$ cat config.mk
export PLATFORM = sky130hd
export DESIGN_NAME = avalon_st_packet_channel_arbiter_flat
export DESIGN_NICKNAME = d
export VERILOG_FILES = /design/src/rtl/avalon_st_packet_channel_arbiter_pkg.sv /design/src/rtl/avalon_st_packet_channel_arbiter_if.sv /design/src/rtl/avalon_st_packet_channel_arbiter_picker.sv /design/src/rtl/avalon_st_packet_channel_arbiter.sv /design/src/flat_wrapper.sv
export SDC_FILE = /design/constraint.sdc
export NUM_CORES = 1
export LEC_CHECK = 0
export CAP_MARGIN = 30
export CORE_ASPECT_RATIO = 1.5
export CORE_MARGIN = 1
export CORE_UTILIZATION = 33
export DETAILED_ROUTE_END_ITERATION = 10
export PLACE_DENSITY = 0.76
export SYNTH_ARGS = -nofsm -noshare
export SYNTH_HDL_FRONTEND = slang
export SYNTH_HIERARCHICAL = 1
export SYNTH_SLANG_ARGS = --single-unit
$ cat constraint.sdc
create_clock -name clk -period 1.9 [get_ports clk]
set_input_delay 0.57 -clock clk [delete_from_list [all_inputs] [get_ports clk]]
set_output_delay 0.57 -clock clk [all_outputs]
set_load 0.05 [all_outputs]
$ cat src/rtl/avalon_st_packet_channel_arbiter_pkg.sv
// Shared types and helpers for the packet-level Avalon-ST channel arbiter.
// Imported by the arbiter top and its round-robin picker.
package avalon_st_arb_pkg;

  typedef enum logic {
    IDLE   = 1'b0,
    LOCKED = 1'b1
  } arbState_t;

  localparam int DEFAULT_NUM_IN    = 4;
  localparam int DEFAULT_DATA_W    = 8;
  localparam int DEFAULT_CHANNEL_W = 8;

  function automatic int clog2(input int value);
    int result;
    result = 0;
    while ((1 << result) < value) result++;
    return result;
  endfunction

endpackage

$ cat src/rtl/avalon_st_packet_channel_arbiter_if.sv
// Bundle of the NUM_IN source streams, the merged channelized output and busy.
// The arbiter uses the master modport; the sources/sink side uses slave.
interface avalon_st_packet_channel_arbiter_if #(
  parameter int NUM_IN    = 4,
  parameter int DATA_W    = 8,
  parameter int CHANNEL_W = 8
);
  logic [NUM_IN-1:0]        in_valid;
  logic [NUM_IN*DATA_W-1:0] in_data;
  logic [NUM_IN-1:0]        in_startofpacket;
  logic [NUM_IN-1:0]        in_endofpacket;
  logic [NUM_IN-1:0]        in_ready;
  logic                     out_ready;
  logic                     out_valid;
  logic [DATA_W-1:0]        out_data;
  logic                     out_startofpacket;
  logic                     out_endofpacket;
  logic [CHANNEL_W-1:0]     out_channel;
  logic                     busy;

  modport master (
    input  in_valid, in_data, in_startofpacket, in_endofpacket, out_ready,
    output in_ready, out_valid, out_data, out_startofpacket, out_endofpacket,
           out_channel, busy
  );

  modport slave (
    output in_valid, in_data, in_startofpacket, in_endofpacket, out_ready,
    input  in_ready, out_valid, out_data, out_startofpacket, out_endofpacket,
           out_channel, busy
  );
endinterface

$ cat src/rtl/avalon_st_packet_channel_arbiter_picker.sv
// Combinational round-robin picker: first set request bit scanning from ptr_i
// upward, wrapping modulo NUM_IN.
module rr_priority_picker
  import avalon_st_arb_pkg::*;
#(
  parameter int NUM_IN = DEFAULT_NUM_IN,
  localparam int IDX_W = clog2(NUM_IN)
) (
  input  logic [NUM_IN-1:0] req_i,
  input  logic [IDX_W-1:0]  ptr_i,
  output logic [IDX_W-1:0]  idx_o,
  output logic              any_o
);

  logic [IDX_W-1:0] cand;

  // Walk offsets from farthest to nearest so the nearest requester wins.
  always_comb begin
    idx_o = '0;
    any_o = 1'b0;
    cand  = '0;
    for (int off = NUM_IN - 1; off >= 0; off--) begin
      cand = IDX_W'((int'(ptr_i) + off) % NUM_IN);
      if (req_i[cand]) begin
        idx_o = cand;
        any_o = 1'b1;
      end
    end
  end

endmodule

$ cat src/rtl/avalon_st_packet_channel_arbiter.sv
// Merges NUM_IN packetized Avalon-ST sources into one channelized stream,
// granting round-robin and holding the grant for a whole packet.
module avalon_st_packet_channel_arbiter
  import avalon_st_arb_pkg::*;
#(
  parameter int NUM_IN    = DEFAULT_NUM_IN,
  parameter int DATA_W    = DEFAULT_DATA_W,
  parameter int CHANNEL_W = DEFAULT_CHANNEL_W
) (
  input logic clk,
  input logic reset,
  avalon_st_packet_channel_arbiter_if.master bus
);

  localparam int IDX_W = clog2(NUM_IN);

  if (NUM_IN < 2 || NUM_IN > 16) begin : gBadNumIn
    $error("NUM_IN must be within 2..16");
  end
  if (CHANNEL_W < IDX_W) begin : gBadChannelW
    $error("CHANNEL_W must be at least clog2(NUM_IN)");
  end

  arbState_t            state_q, state_d;
  logic [IDX_W-1:0]     grantIdx_q, grantIdx_d;
  logic [IDX_W-1:0]     rrPtr_q, rrPtr_d;
  logic [IDX_W-1:0]     pickIdx;
  logic                 pickAny;
  logic                 slotFree;
  logic                 accept;
  logic                 acceptEop;
  logic [DATA_W-1:0]    inData [NUM_IN];
  logic                 outValid_q, outSop_q, outEop_q;
  logic [DATA_W-1:0]    outData_q;
  logic [CHANNEL_W-1:0] outChannel_q;

  for (genvar i = 0; i < NUM_IN; i++) begin : gUnpack
    assign inData[i] = bus.in_data[i*DATA_W +: DATA_W];
  end

  rr_priority_picker #(.NUM_IN(NUM_IN)) uPicker (
    .req_i (bus.in_valid),
    .ptr_i (rrPtr_q),
    .idx_o (pickIdx),
    .any_o (pickAny)
  );

  // Ready is derived from state and the output slot only, never from in_valid.
  assign slotFree  = !outValid_q || bus.out_ready;
  assign accept    = (state_q == LOCKED) && slotFree && bus.in_valid[grantIdx_q];
  assign acceptEop = accept && bus.in_endofpacket[grantIdx_q];

  always_comb begin
    state_d      = state_q;
    grantIdx_d   = grantIdx_q;
    rrPtr_d      = rrPtr_q;
    bus.in_ready = '0;
    unique case (state_q)
      IDLE: begin
        if (pickAny) begin
          grantIdx_d = pickIdx;
          state_d    = LOCKED;
        end
      end
      LOCKED: begin
        bus.in_ready[grantIdx_q] = slotFree;
        if (acceptEop) begin
          state_d = IDLE;
          rrPtr_d = (grantIdx_q == IDX_W'(NUM_IN - 1)) ? '0 : grantIdx_q + 1'b1;
        end
      end
      default: state_d = IDLE;
    endcase
  end

  always_ff @(posedge clk) begin
    if (reset) begin
      state_q    <= IDLE;
      grantIdx_q <= '0;
      rrPtr_q    <= '0;
    end else begin
      state_q    <= state_d;
      grantIdx_q <= grantIdx_d;
      rrPtr_q    <= rrPtr_d;
    end
  end

  // Output slot refills on any accepted beat, even while draining.
  always_ff @(posedge clk) begin
    if (reset) begin
      outValid_q   <= 1'b0;
      outSop_q     <= 1'b0;
      outEop_q     <= 1'b0;
      outData_q    <= '0;
      outChannel_q <= '0;
    end else if (accept) begin
      outValid_q   <= 1'b1;
      outSop_q     <= bus.in_startofpacket[grantIdx_q];
      outEop_q     <= bus.in_endofpacket[grantIdx_q];
      outData_q    <= inData[grantIdx_q];
      outChannel_q <= CHANNEL_W'(grantIdx_q);
    end else if (bus.out_ready) begin
      outValid_q   <= 1'b0;
    end
  end

  assign bus.out_valid         = outValid_q;
  assign bus.out_data          = outData_q;
  assign bus.out_startofpacket = outSop_q;
  assign bus.out_endofpacket   = outEop_q;
  assign bus.out_channel       = outChannel_q;
  assign bus.busy              = (state_q == LOCKED);

endmodule

$ cat src/flat_wrapper.sv
// flat-port wrapper written by rule: the top's interface ports become plain ports
module avalon_st_packet_channel_arbiter_flat import avalon_st_arb_pkg::*;
#(
  parameter int NUM_IN    = DEFAULT_NUM_IN,
  parameter int DATA_W    = DEFAULT_DATA_W,
  parameter int CHANNEL_W = DEFAULT_CHANNEL_W
)
  (clk, reset, bus_in_valid, bus_in_data, bus_in_startofpacket, bus_in_endofpacket, bus_out_ready, bus_in_ready, bus_out_valid, bus_out_data, bus_out_startofpacket, bus_out_endofpacket, bus_out_channel, bus_busy);
  avalon_st_packet_channel_arbiter_if #(.NUM_IN(NUM_IN), .DATA_W(DATA_W), .CHANNEL_W(CHANNEL_W)) bus_i ();
  input logic clk;
  input logic reset;
  input wire logic [$bits(bus_i.in_valid)-1:0] bus_in_valid;
  input wire logic [$bits(bus_i.in_data)-1:0] bus_in_data;
  input wire logic [$bits(bus_i.in_startofpacket)-1:0] bus_in_startofpacket;
  input wire logic [$bits(bus_i.in_endofpacket)-1:0] bus_in_endofpacket;
  input wire logic [$bits(bus_i.out_ready)-1:0] bus_out_ready;
  output wire logic [$bits(bus_i.in_ready)-1:0] bus_in_ready;
  output wire logic [$bits(bus_i.out_valid)-1:0] bus_out_valid;
  output wire logic [$bits(bus_i.out_data)-1:0] bus_out_data;
  output wire logic [$bits(bus_i.out_startofpacket)-1:0] bus_out_startofpacket;
  output wire logic [$bits(bus_i.out_endofpacket)-1:0] bus_out_endofpacket;
  output wire logic [$bits(bus_i.out_channel)-1:0] bus_out_channel;
  output wire logic [$bits(bus_i.busy)-1:0] bus_busy;
  assign bus_i.in_valid = bus_in_valid;
  assign bus_i.in_data = bus_in_data;
  assign bus_i.in_startofpacket = bus_in_startofpacket;
  assign bus_i.in_endofpacket = bus_in_endofpacket;
  assign bus_i.out_ready = bus_out_ready;
  assign bus_in_ready = bus_i.in_ready;
  assign bus_out_valid = bus_i.out_valid;
  assign bus_out_data = bus_i.out_data;
  assign bus_out_startofpacket = bus_i.out_startofpacket;
  assign bus_out_endofpacket = bus_i.out_endofpacket;
  assign bus_out_channel = bus_i.out_channel;
  assign bus_busy = bus_i.busy;
  avalon_st_packet_channel_arbiter #(.NUM_IN(NUM_IN), .DATA_W(DATA_W), .CHANNEL_W(CHANNEL_W)) u_core (.clk(clk), .reset(reset), .bus(bus_i));
endmodule
==> summary.txt <==
Post-CTS Hold Buffers: 0
Worst endpoint required time: 1.33 ns
Die Ht: 74.2 µm
Via count of the first global-routing pass: 1162
Number of antenna cells inserted: 0
Root buf cell: sky130_fd_sc_hd__clkbuf_8
Fin crit share: 97.8%
Maximum clock frequency: 538 MHz
First-pass detailed-route iteration total: 4
Run status: finished clean
Biggest area contributors in the synthesized netlist: sky130_fd_sc_hd__dfxtp_1 (31%), sky130_fd_sc_hd__mux4_2 (18%), sky130_fd_sc_hd__nand2_1 (7.9%)
Endpoints failing setup: 0
Number of design-rule violations left by the first detailed-router iteration: 39
Num rows: 25
Mapped cell area: 1150 µm²
Share of synthesized flip-flops with an asynchronous set or reset: 0%
Core area: 3220 µm²
Sequential cell area fraction in the yosys report: 31.4%
Post-Synthesis Mean Instance Area: 9.18 µm²
Peak ir drop on the vdd network: 311 µV
P&R area growth vs syn: 77.6%
Global-route congestion overflow total: 0
Cell taking the most area after synthesis: sky130_fd_sc_hd__dfxtp_1
Routed wire length: 3360 µm
Critical path cell sequence: inv_1, ha_1, and3_4, buf_12
Power density of the placed cells: 561 nW/µm²
CTS tree: built
Maximum buffer depth of the clock tree: 2
Io pins: 71
TritonCTS buffer count: 3
Pins Over Slew Limit: 0
Distinct cell type count after synthesis: 27
Starting density of the core: 35.6%
Clock slew at the register clock pins of the worst setup and hold paths: 0.06 ns
Initial antenna violation count: 0
Synth Register Bits: 18
Highest fanout seen on the critical path: 8
Most frequent cell after synthesis: sky130_fd_sc_hd__nand2_1
Largest net degree at the start of global routing: 19
DIE AREA: 3720 µm²
Global-route wire length before repair: 5320 µm
Startpoint kind of the worst setup timing path: flop
Dominant synthesized flop cell: sky130_fd_sc_hd__dfxtp_1
Residual antenna-violating net count after detailed routing: 0
DRC: 0
Category of the worst setup path capture point: output pin
Final cell count without fillers: 241
Share of Yosys cell area claimed by the top area cell type: 31.4%
Width of the chip: 50.1 µm
Average wire per cell in the routed design: 13.9 µm
Delay of the slowest cell on the worst path: 0.40 ns
Final-report hold violation count: 0
Detailed placement HPWL: 2690 µm
Port buffer count: 64
Vias per cell: 4.93
Tightest hold margin: 0.456 ns
Vias: 1189
Hold WC Path Type: reg2reg
Max stage delay cell, worst path: sky130_fd_sc_hd__dfxtp_4
Total track usage: 18.8%
Arrival @ worst endpoint: 1.29 ns
Ratio of cells with drive above 1 in the final layout: 29.9%
Number of synthesized flops with an enable pin: 0
Static leakage: 0.840 nW
Count of yosys warnings during synthesis: 6
H-tree depth: 1
Max-cap violations: 0
Post-Synthesis Cells: 125
Top cells by instance count after synthesis: sky130_fd_sc_hd__nand2_1 (24), sky130_fd_sc_hd__dfxtp_1 (18), sky130_fd_sc_hd__a21oi_1 (16)
Insertion delay to the later sink of the worst-skew pair: 0.24 ns
Final critical delay including setup and external delays: 1.86 ns
Crit Path Class: reg2out
Number of cells after detailed placement: 236
Number of clock sinks: 18
RSZ-0062 raised after global routing: false
Setup skew after layout: 0.00302 ns
Net count, final: 254
RD Place Congestion: 0.922
## state kept, by name, summed over array words and instances, names as in the netlist
signal and count:
u_core/bus.out_data 8, u_core/bus.out_channel 2, u_core/grantIdx_q 2, u_core/rrPtr_q 2, u_core/bus.busy 1, u_core/bus.out_endofpacket 1, u_core/bus.out_startofpacket 1, u_core/bus.out_valid 1
## worst max-delay path: cells and delay by family (launching register included)
family / cells / cell delay, ns
buf+inv: 2 / 0.25
fa+ha+maj: 1 / 0.21
simple gates: 1 / 0.18
flops: 1 / 0.40
## layout by cell type, fill, tap and decap left out, drive strengths merged
cell,count
clkbuf,3
nand3,2
dlymetal6s2s,4
nand4,1
clkdlybuf4s15,1
a2bb2oi,1
nor3b,1
conb,6
buf,36
o21ai,1
nand2,24
or3,1
and3,5
a21oi,16
mux2,2
a211oi,2
nor2b,1
ha,4
clkdlybuf4s50,41
nand2b,4
dfxtp,18
inv,2
mux2i,2
nor2,11
mux4,11
a31oi,1
## routing by layer
layer	GRT usage [%]	vias up	wire [µm]
met5	0	-	0
met4	9.52	0	86
met3	1.84	6	176
met2	35.7	49	1780
met1	20.2	548	1320
li1	-	586	-
## where the power goes
part / internal (W) / switching (W)
clock: 0.000140 / 0.000113
combinational: 0.000238 / 0.000226
sequential: 0.000402 / 0.0000239
## final cells by class
class	count	area (µm²)
Sequential cell	18	364
Tap cell	40	50.0
Inverter	2	7.51
Multi-Input combinational cell	96	764
Timing Repair Buffer	82	811
Clock buffer	3	41.3
Fill cell	292	1180
## cells by family (layout without fill, tap and decap cells)
family          after synthesis  count (layout)  synth area share [%]
compound gates               21              21                  10.5
flops                        18              18                  31.4
buf+inv                      17              87                  7.96
other cells                   1               6                 0.327
simple gates                 49              50                  19.5
fa+ha+maj                     4               4                  4.36
mux                          15              15                  26.0
## what timing repair did
item / CTS / global route
pin swaps: 4 / 0
endpoints found under the setup margin: 5 / 14
resized for setup: 10 / 8
buffers inserted: 1 / 0
gates cloned: 1 / 0
## per-stage QoR
stage | util, % | setup slack, ns | area [µm²] | TNS, ns | total power, W
global placement | 59.7 | -0.419 | 1920 | -4.39 | 0.000874
global route | 63.3 | 0.00735 | 2040 | 0 | 0.00119
floorplan | - | -0.0839 | 1170 | -0.0839 | 0.000683
finish | 63.3 | 0.0415 | 2040 | 0 | 0.00114
detailed placement | 59.7 | -0.418 | 1920 | -4.82 | 0.000884
CTS | 62.3 | -0.00772 | 2010 | -0.00772 | 0.00114
## path summary, 6_finish.rpt
| path | start | endpoint | slack, ns | depth (start not counted) |
|---|---|---|---|---|
| setup / recovery | u_core/grantIdx_q[0] | bus_in_ready[2] | 0.04 | 4 |
| hold / removal | u_core/bus.out_data[1] | u_core/bus.out_data[1] | 0.46 | 2 |
| setup reg to reg | u_core/grantIdx_q[0] | u_core/bus.out_startofpacket | 0.33 | 5 |
| hold reg to reg | u_core/bus.out_data[1] | u_core/bus.out_data[1] | 0.46 | 2 |
Note: power is estimated with default switching activity, not from simulation.
